### config.mk
export PLATFORM = sky130hd
export DESIGN_NAME = if_bp_stage
export DESIGN_NICKNAME = d
export VERILOG_FILES = /design/src/rtl/if_bp_stage.sv
export SDC_FILE = /design/constraint.sdc
export NUM_CORES = 1
export LEC_CHECK = 0
export ABC_CLOCK_PERIOD_IN_PS = 5800
export CORE_MARGIN = 2
export CORE_UTILIZATION = 55
export DETAILED_ROUTE_END_ITERATION = 7
export PLACE_DENSITY_LB_ADDON = 0.2
export SLEW_MARGIN = 20
export SYNTH_ARGS = -nofsm -noshare
export SYNTH_HDL_FRONTEND = slang
export SYNTH_SLANG_ARGS = --single-unit
### constraint.sdc
create_clock -name clk -period 5.8 [get_ports clk]
set_clock_uncertainty 0.1 [all_clocks]
set_input_delay 1.16 -clock clk [delete_from_list [all_inputs] [get_ports clk]]
set_output_delay 1.16 -clock clk [all_outputs]
set_load 0.02 [all_outputs]
### src/rtl/if_bp_stage.sv
// Instruction-fetch stage with a direct-mapped BTB and 2-bit bimodal predictor.
// Drives a synchronous instruction RAM one cycle ahead of the fetched pc.
module if_bp_stage #(
  parameter logic [31:0] PC_RESET    = 32'h1c000000,
  parameter int          BTB_ENTRIES = 16
) (
  input  logic        clk,
  input  logic        reset,
  input  logic        redirect_valid,
  input  logic [31:0] redirect_pc,
  input  logic        upd_valid,
  input  logic [31:0] upd_pc,
  input  logic        upd_taken,
  input  logic [31:0] upd_target,
  input  logic        ipd_allow_in,
  output logic        inst_ram_en,
  output logic [31:0] inst_ram_addr,
  output logic [3:0]  inst_ram_w_en,
  output logic [31:0] inst_ram_w_data,
  output logic        if_to_ipd_valid,
  output logic [31:0] if_pc,
  output logic [31:0] if_pred_pc,
  output logic        if_pred_taken
);

  localparam int IDX_W = $clog2(BTB_ENTRIES);
  localparam int TAG_W = 30 - IDX_W;

  logic [31:0] pc;
  logic        if_valid;

  logic [BTB_ENTRIES-1:0] btb_valid;
  logic [TAG_W-1:0]       btb_tag    [BTB_ENTRIES];
  logic [31:0]            btb_target [BTB_ENTRIES];
  logic [1:0]             btb_ctr    [BTB_ENTRIES];

  logic [IDX_W-1:0] rd_idx;
  logic [TAG_W-1:0] rd_tag;
  logic             rd_hit;
  logic             pred_taken;
  logic [31:0]      pred_pc;
  logic [31:0]      next_pc;
  logic             allow_in;
  logic             ready_go;
  logic             fetch_fire;

  logic [IDX_W-1:0] upd_idx;
  logic [TAG_W-1:0] upd_tag;
  logic             upd_hit;
  logic             unused_ok;

  // Lookup reads the registered table, so a same-cycle update is seen next cycle.
  assign rd_idx     = pc[IDX_W+1:2];
  assign rd_tag     = pc[31:IDX_W+2];
  assign rd_hit     = btb_valid[rd_idx] && (btb_tag[rd_idx] == rd_tag);
  assign pred_taken = rd_hit && btb_ctr[rd_idx][1];
  assign pred_pc    = pred_taken ? btb_target[rd_idx] : pc + 32'd4;

  assign next_pc    = redirect_valid ? redirect_pc : pred_pc;
  assign ready_go   = 1'b1;
  assign allow_in   = ~if_valid | (ready_go & ipd_allow_in);
  assign fetch_fire = allow_in | redirect_valid;

  // When stalled the RAM enable drops so its output keeps the current word.
  assign inst_ram_en     = ~reset & fetch_fire;
  assign inst_ram_addr   = next_pc;
  assign inst_ram_w_en   = 4'b0000;
  assign inst_ram_w_data = 32'h0000_0000;

  assign if_to_ipd_valid = if_valid;
  assign if_pc           = pc;
  assign if_pred_pc      = pred_pc;
  assign if_pred_taken   = pred_taken;

  assign upd_idx   = upd_pc[IDX_W+1:2];
  assign upd_tag   = upd_pc[31:IDX_W+2];
  assign upd_hit   = btb_valid[upd_idx] && (btb_tag[upd_idx] == upd_tag);
  assign unused_ok = &{1'b0, upd_pc[1:0]};

  always_ff @(posedge clk) begin
    if (reset) begin
      pc       <= PC_RESET - 32'd4;
      if_valid <= 1'b0;
    end else if (fetch_fire) begin
      pc       <= next_pc;
      if_valid <= 1'b1;
    end
  end

  // Training: hits move the counter, taken misses allocate at weakly-taken.
  always_ff @(posedge clk) begin
    if (reset) begin
      btb_valid <= '0;
      for (int i = 0; i < BTB_ENTRIES; i++) begin
        btb_ctr[i] <= 2'b01;
      end
    end else if (upd_valid) begin
      if (upd_hit) begin
        if (upd_taken) begin
          if (btb_ctr[upd_idx] != 2'b11) begin
            btb_ctr[upd_idx] <= btb_ctr[upd_idx] + 2'd1;
          end
          btb_target[upd_idx] <= upd_target;
        end else if (btb_ctr[upd_idx] != 2'b00) begin
          btb_ctr[upd_idx] <= btb_ctr[upd_idx] - 2'd1;
        end
      end else if (upd_taken) begin
        btb_valid[upd_idx]  <= 1'b1;
        btb_tag[upd_idx]    <= upd_tag;
        btb_target[upd_idx] <= upd_target;
        btb_ctr[upd_idx]    <= 2'b10;
      end
    end
  end

endmodule

* Word-level counts from Yosys, hierarchy flattened
Memories as Yosys holds them, arrays and structs flattened. A register that Yosys moved wholly into a read port is not among the register bits. Cells that the tools add are included.
Storage, ports and cells: RAM bits 960, flip-flop bits (word level) 49, output and inout bits 135, input port bits 102, memories 3, logic and storage cells 75
Memories:
- btb_target | depth 16, width 32, read ports 1, clocked after memory_dff 1, wr ports 1, RTL line 34 | logic [31:0] btb_target [BTB_ENTRIES];
- btb_tag | depth 16, width 26, read ports 2, clocked after memory_dff 1, wr ports 1, RTL line 33 | logic [TAG_W-1:0] btb_tag [BTB_ENTRIES];
- btb_ctr | depth 16, width 2, read ports 2, clocked after memory_dff 1, wr ports 16, RTL line 35 | logic [1:0] btb_ctr [BTB_ENTRIES];
Operators by class: multiplexer cells 43, magnitude comparators 3, equality and inequality tests 3, bitwise operators 10, reduce and logical (&&, ||, !) cells 7, $add $sub $neg 3
Operators with widths (number):
- $mux W32 | 3
- $eq A26 B26 Y1 | 2
- $add A32 B3 Y32 const B | 1
- $mux W4 | 7
- $mux W1 | 27
- $or A16 B16 Y16 | 1
- $lt A4 B5 Y1 const B | 2
- $bmux W1 S4 | 2
- $mux W2 | 3
- $or A1 B1 Y1 | 5
- $demux W1 S4 | 1
- $ge A4 B1 Y1 const B | 1
- $logic_and A1 B1 Y1 | 4
- $not A1 Y1 | 3
- $reduce_and A3 Y1 | 1
- $add A2 B1 Y2 const B | 1
- $ne A2 B2 Y1 const B | 1
- $reduce_bool A2 Y1 | 1
- $reduce_or A2 Y1 | 1
- $sub A2 B1 Y2 const B | 1
- $and A1 B1 Y1 | 1

* Depth between registers and ports, before layout
Gate-level depths: netlist (run 1). An unclocked memory read counts as a cell.
depth in word-level cells 12, depth in mapped cells 15, gate-level depth less buffers 10

* Worst setup path after synthesis (run 1)
OpenSTA, ideal clock, no wires.
path kind input to register, start in upd_pc[4], end mem btb_tag[3][0] in the netlist's numbering (enable), data required time 5.291 ns, arrival 4.583 ns, library setup time 0.409 ns, setup slack 0.708 ns, stages 12, buffers on the path 5, cell sequence buf_2 -> buf_2 -> buf_1 -> clkbuf_1 -> mux2i_1 -> xnor2_1 -> o22ai_1 -> nand4_1 -> or2_4 -> nand3_1 -> clkbuf_1 -> nor2_1
Between the ends: longest elaborated chain between the ends 7, elaborated cells on any way between the ends 9, classes of those cells eq/ne (1); mux (6); reduce/logical (1); memory (1)
RTL lines:
- start: declaration | RTL line 12 | input logic [31:0] upd_pc,
- $mem_v2 Z16 W26 / $bmux W1 S4 (equally long branches)
- $eq A26 B26 Y1 / $mux W1 (equally long branches) | RTL line 77 | assign upd_hit = btb_valid[upd_idx] && (btb_tag[upd_idx] == upd_tag);
- $logic_and A1 B1 Y1 | RTL line 77
- $mux W1 | RTL line 98 | if (upd_hit) begin
- $mux W1 | RTL line 97 | end else if (upd_valid) begin
- $mux W1 | RTL line 92 | if (reset) begin
- $mux W1 (implied by the code) | RTL line 109 | btb_tag[upd_idx] <= upd_tag;
- end: declaration | RTL line 33
Several ways; a longest one is shown, not always the timed one. The select of a mux whose other input is x is not followed.

==> results of run 1 <==
worst max-delay path by stage:
stage	from	endpoint	slack (ns)
global route	flop	inst_ram_addr[11]	-0.06
finish	flop	inst_ram_addr[11]	0.03
CTS	flop	if_pred_pc[2]	0.002
floorplan	upd_pc[4]	btb_tag[3][0]	0.71
detailed placement	flop	inst_ram_addr[13]	0.05
global placement	flop	inst_ram_addr[2]	0.04
power by group through the flow:
stage               Sequential [uW]  Combinational, uW  Clock (uW)
floorplan                      8290               1280           0
global route                   8160               2370        6800
CTS                            8150               2220        6520
detailed placement             8330               2160           0
finish                         8160               2270        6480
global placement               8320               2130           0
flip-flops by register name, indices dropped and copies added, names as in the netlist, named ones only:
| signal | count |
|---|---|
| btb_ctr | 32 |
| btb_tag | 416 |
| btb_target | 512 |
| btb_valid | 16 |
| if_pc | 32 |
| if_to_ipd_valid | 1 |
synth_stat cells, drive strengths merged, types with 33 or more instances:
master / instances
buf: 137
xor2: 33
nand3: 43
dfxtp: 53
edfxtp: 960
nand2: 77
nor2: 145
xnor2: 42
mux2i: 150
clkbuf: 74
mux4: 338
mux2: 33
o21ai: 38
what timing repair did:
action | in CTS | in global routing
endpoints found under the hold margin | 0 | 0
gates resized for setup | 133 | 125
buffers inserted | 28 | 8
gates cloned | 0 | 1
setup endpoints to repair | 65 | 61
pin swaps | 7 | 8
critical path, stage by stage (launching register included):
cell     delay, ns
dfxtp_4       0.36
buf_12        0.14
buf_4         0.14
mux4_2        0.60
xor2_1        0.18
nand3_1       0.13
nand4_1       0.13
or4_4         0.58
nor4_4        0.35
nand3_2       0.21
buf_4         0.19
buf_4         0.17
a211o_1       0.29
o21a_1        0.16
buf_2         0.18
routing by layer:
layer  wire [um]  share of wire [%]  global-route usage (%)
met5          36              0.027                       0
met4        4848                3.6                   10.93
met3       15290                 11                   7.633
met2       64340                 48                   49.93
met1       49620                 37                   43.24
area by class of cell:
class / count / share of cell area (%)
Sequential cell: 1013 / 55.21
Multi-Input combinational cell: 1344 / 28.04
Timing Repair Buffer: 458 / 7.999
Clock buffer: 120 / 4.836
Tap cell: 1070 / 2.472
Clock inverter: 66 / 1.218
Inverter: 31 / 0.2218
Antenna cell: 1 / 0.004621
through the flow:
| stage | util, % | hold WS, ns |
|---|---|---|
| global route | 65.85 | 0.3979 |
| detailed placement | 61.26 | 0.3703 |
| global placement | 61.26 | 0.3648 |
| CTS | 65.73 | 0.3873 |
| floorplan | - | 0.3434 |
| finish | 65.85 | 0.3831 |
kinds of logic (layout without fill, tap and decap cells):
| group | count (synthesis) | after routing |
|---|---|---|
| flip-flops | 1013 | 1013 |
| multiplexers | 521 | 521 |
| AND/OR/NAND/NOR | 403 | 403 |
| AO/OA/AOI/OAI | 308 | 308 |
| buffers and inverters | 243 | 675 |
| XOR/XNOR | 75 | 75 |
| adder cells (fa/ha/maj) | 1 | 1 |
| other | 1 | 37 |
==> impl_metrics.py, run 1 <==
metrics = {
    "sta": {
        "slew_headroom_pct": 33.21,
        "finalSetupViolCount": 0,
        "finalWorstSetupSlack_ns": 0.03459,
        "hold_viol": 0,
        "rsz0062_at_grt": "true",
        "setup_tns_ns": 0,
        "finalCritPeriodShare_pct": 99.40,
        "drv_slew": 0,
        "tightest_slew_ns": 1.002,
        "max_freq_ghz": 0.1734,
        "period_needed_ns": 5.765,
    },
    "setup_path": {
        "critPathLaunchType": "flop",
        "r2r_slack_ns": 1.54,
        "r2r_cells": 12,
        "critPathRequiredTime_ns": 4.54,
        "crit_type": "flop to output pin",
        "crit_path_max_fanout": 10,
        "crit_arrival_ns": 4.51,
        "end_kind": "output pin",
    },
    "worst_hold_path": {
        "whs_path_depth": 1,
        "hold_end": "btb_valid[4]",
        "min-delay-start": "btb_valid[4]",
        "hold_class": "flop to flop",
    },
    "yosys": {
        "synthArstFlopShare_pct": 0,
        "synth-seq-area-share_pct": 65.27,
        "syn_area_per_cell_um2": 17.85,
        "synth.largest_area_cell": "edfxtp_1",
        "synthDominantCellAreaShare_pct": 62.95,
        "ys_ff_latch": 1013,
        "synth_compound_area_share_pct": 5.131,
        "ys_top_cells_by_area": "edfxtp_1 63%, mux4_2 16%, mux2i_1 3.3%",
        "synth_cells": 2565,
        "synth-xor-area-share_pct": 1.434,
        "ys_types": 81,
        "netlist_area_um2": 45800,
        "ys_warn_count": 0,
        "synth_top_family_by_area": "multiplexers",
        "muxShareOfSynthArea_pct": 20.75,
        "synth_edf_count": 960,
        "synth_simple_gate_area_share_pct": 4.385,
        "synthAdderAreaFrac_pct": 0.02732,
        "synth-main-ff-cell": "edfxtp_1",
    },
    "final_layout": {
        "area_growth_pct": 18.26,
        "nets": 3052,
        "layout_common_cells": "960 x edfxtp_1, 335 x mux4_2, 202 x buf_4",
        "post-route-cell-area_um2": 54160,
        "drive_gt1_share_pct": 30.54,
        "seqCellArea_um2": 29900,
        "fillers": 5492,
        "final_common_cell": "edfxtp_1",
        "instances_no_fill": 4103,
        "multiInputGateArea_um2": 15180,
    },
    "place": {
        "dpl_worst_slack_ns": 0.05339,
        "dp.cells": 3880,
        "hpwlAfterDp_um": 85050,
        "dpl_cell_area_um2": 50380,
        "place.port_buffers": 198,
        "gp_congestion": 0.9644,
    },
    "global_route": {
        "antenna_found_initial": 6,
        "grt_max_degree": 125,
        "grt-ovfl-total": 0,
        "grt_pass1_wl_um": 193700,
        "grt_pass1_vias": 28110,
        "grt_usage_pct": 31.51,
    },
    "power": {
        "seq_power_share_pct": 48.2,
        "switching_share_pct": 24.89,
        "power_frac_comb_pct": 13.4,
        "p_leak_uw": 0.01845,
        "p_total_uw": 16910,
        "p_sw_uw": 4209,
        "irDropWorstVdd_mv": 0.2770,
        "internal_power_uw": 12700,
        "clkPwrFrac_pct": 38.3,
        "p_per_area_nw_per_um2": 312.2,
    },
    "route": {
        "drt_iter0_markers": 3760,
        "wl_per_cell_um": 32.69,
        "drc_errors": 0,
        "wirelength_um": 134100,
        "ant_nets": 0,
        "drtPass1Iterations": 6,
        "vias": 27750,
        "viasPerCell": 6.763,
    },
    "floorplanning": {
        "rows": 105,
        "die_height_um": 292.6,
        "die_w_um": 292.6,
        "dieArea_um2": 85590,
        "core_um2": 82240,
        "ioPinCount": 237,
        "start_util_pct": 55.68,
    },
    "cts": {
        "clk_path_buf_depth": 3,
        "cts.sinks": 1013,
        "hold_buffers": 0,
        "cts_tree": "done",
        "htreeDepth": 3,
        "cts_buffers": 101,
        "cts.clk_slew.worst_paths_ns": 0.06,
        "ctsRootBufferMaster": "clkbuf_16",
        "clkLatencyLatePin_ns": 0.68,
    },
    "run": {
        "maxCapViolations": 0,
    },
    "outcome": {
        "status": "complete, no violations",
    },
}
(Power assumes the default switching activity.)
==> run 2: changes to the inputs <==
CORE_UTILIZATION = 60   (was 55)
==> run 2 against run 1 <==
Non-clock buffer count decreased by 37; combinational power about the same; hold slack improved by 0.0063 ns; final area decreased by 0.58%; die area decreased by 8.2%; critical path type unchanged; largest power group unchanged.
==> impl_metrics.py, run 2 (synthesized netlist as in run 1, its figures left out) <==
metrics = {
    "outcome": {
        "status": "complete, no violations",
    },
    "floorplanning": {
        "die_w_um": 280.3,
        "rows": 101,
        "core_um2": 75700,
        "dieArea_um2": 78550,
        "start_util_pct": 60.50,
        "die_height_um": 280.3,
        "ioPinCount": 237,
    },
    "cts": {
        "cts_tree": "done",
        "htreeDepth": 3,
        "ctsRootBufferMaster": "clkbuf_16",
        "cts_buffers": 100,
        "clk_path_buf_depth": 3,
        "cts.sinks": 1013,
        "clkLatencyLatePin_ns": 0.69,
        "cts.clk_slew.worst_paths_ns": 0.06,
    },
    "final_layout": {
        "drive_gt1_share_pct": 29.29,
        "reg_top3": "btb_target x512, btb_tag x416",
        "nets": 3014,
        "area_growth_pct": 17.57,
        "largest_reg_flops": 512,
        "post-route-cell-area_um2": 53840,
        "layout_common_cells": "960 x edfxtp_1, 336 x mux4_2, 178 x buf_4",
        "final_common_cell": "edfxtp_1",
        "largest-register": "btb_target",
        "instances_no_fill": 3973,
    },
    "power": {
        "irDropWorstVdd_mv": 0.2953,
        "p_total_uw": 16710,
        "p_leak_uw": 0.01829,
        "p_per_area_nw_per_um2": 310.3,
    },
    "sta": {
        "slew_headroom_pct": 24.16,
        "finalWorstSetupSlack_ns": 0.02539,
        "rsz0062_at_grt": "true",
        "period_needed_ns": 5.775,
        "finalCritPeriodShare_pct": 99.56,
        "hold_viol": 0,
        "tightest_slew_ns": 1.135,
        "max_freq_ghz": 0.1732,
        "finalSetupViolCount": 0,
        "drv_slew": 0,
    },
    "route": {
        "ant_nets": 0,
        "drc_errors": 0,
        "vias": 27940,
        "viasPerCell": 7.031,
        "drt_iter0_markers": 4067,
        "wl_per_cell_um": 33.68,
        "drtPass1Iterations": 6,
        "wirelength_um": 133800,
    },
    "run": {
        "maxCapViolations": 0,
    },
    "setup_path": {
        "critPathLaunchType": "flop",
        "critPathRequiredTime_ns": 4.54,
        "crit_path_max_fanout": 15,
        "end_kind": "output pin",
        "crit_type": "flop to output pin",
        "crit_arrival_ns": 4.51,
    },
    "place": {
        "dpl_cell_area_um2": 49960,
        "gp_congestion": 0.9576,
        "hpwlAfterDp_um": 83560,
        "dp.cells": 3750,
        "dpl_worst_slack_ns": 0.009574,
        "place.port_buffers": 198,
    },
    "global_route": {
        "antenna_found_initial": 2,
        "grt_pass1_vias": 28080,
        "grt_max_degree": 113,
        "grt_pass1_wl_um": 192100,
        "grt_usage_pct": 34.31,
        "grt-ovfl-total": 0,
    },
    "worst_hold_path": {
        "hold_class": "flop to flop",
    },
}
[run 2: worst max-delay path, stage by stage, from the launching register on]
cell and delay (ns):
dfxtp_4 0.46, buf_4 0.18, mux4_2 0.61, xnor2_2 0.16, or3_1 0.16, nand4_1 0.10
or4_4 0.56, nor4_4 0.39, nand3_4 0.16, buf_6 0.15, inv_2 0.07, buf_4 0.22
nor2_1 0.07, nor2_1 0.18, clkdlybuf4s15_1 0.34
[run 2: metal layers]
layer  vias up  wire, um  track usage [%]
li1      11210         -                -
met1     14370     48110            46.64
met2      2031     64530            54.54
met3       329     16020            8.169
met4         0      5157            13.15
met5         -         0                0
[run 2: worst paths after layout]
kind | to | cells past startpoint | startpoint | slack (ns)
setup / recovery | if_pred_pc[24] | 14 | flop | 0.03
setup reg to reg | if_pc[29] | 13 | flop | 1.39
hold / removal | btb_valid[15] | 1 | btb_valid[15] | 0.39
hold reg to reg | btb_valid[15] | 1 | btb_valid[15] | 0.39
[run 2: repair_timing]
item / 4_1_cts / 5_1_grt
gates cloned: 3 / 2
hold buffers: 0 / 0
buffers inserted: 23 / 10
setup endpoints to repair: 65 / 62
pin swaps: 4 / 16
gates resized for setup: 127 / 111
[run 2: per-stage QoR]
step           util [%]    TNS, ns  hold WS (ns)
2_1_floorplan         -          0        0.3434
3_3_place_gp      65.98  -0.003995        0.3583
3_5_place_dp      66.01          0        0.3736
4_1_cts           70.68    -0.1321        0.3896
5_1_grt           71.12    -0.5659        0.3992
6_report          71.13          0        0.3894
[run 2: where the power goes]
group | total (uW) | switching [uW] | internal, uW
combinational | 2280 | 1300 | 980
clock | 6260 | 2790 | 3470
sequential | 8160 | 82.7 | 8080
total | 16700 | 4180 | 12500
[run 2: final cells by class]
| type | count | area (um2) |
|---|---|---|
| clock buffer | 129 | 2641 |
| inverter | 31 | 121.4 |
| fill | 4544 | 21850 |
| clock inverter | 53 | 508.0 |
| multi-input combinational | 1344 | 15270 |
| sequential | 1013 | 29900 |
| timing repair buffer | 421 | 4167 |
| antenna | 4 | 10.01 |
| tap | 978 | 1224 |
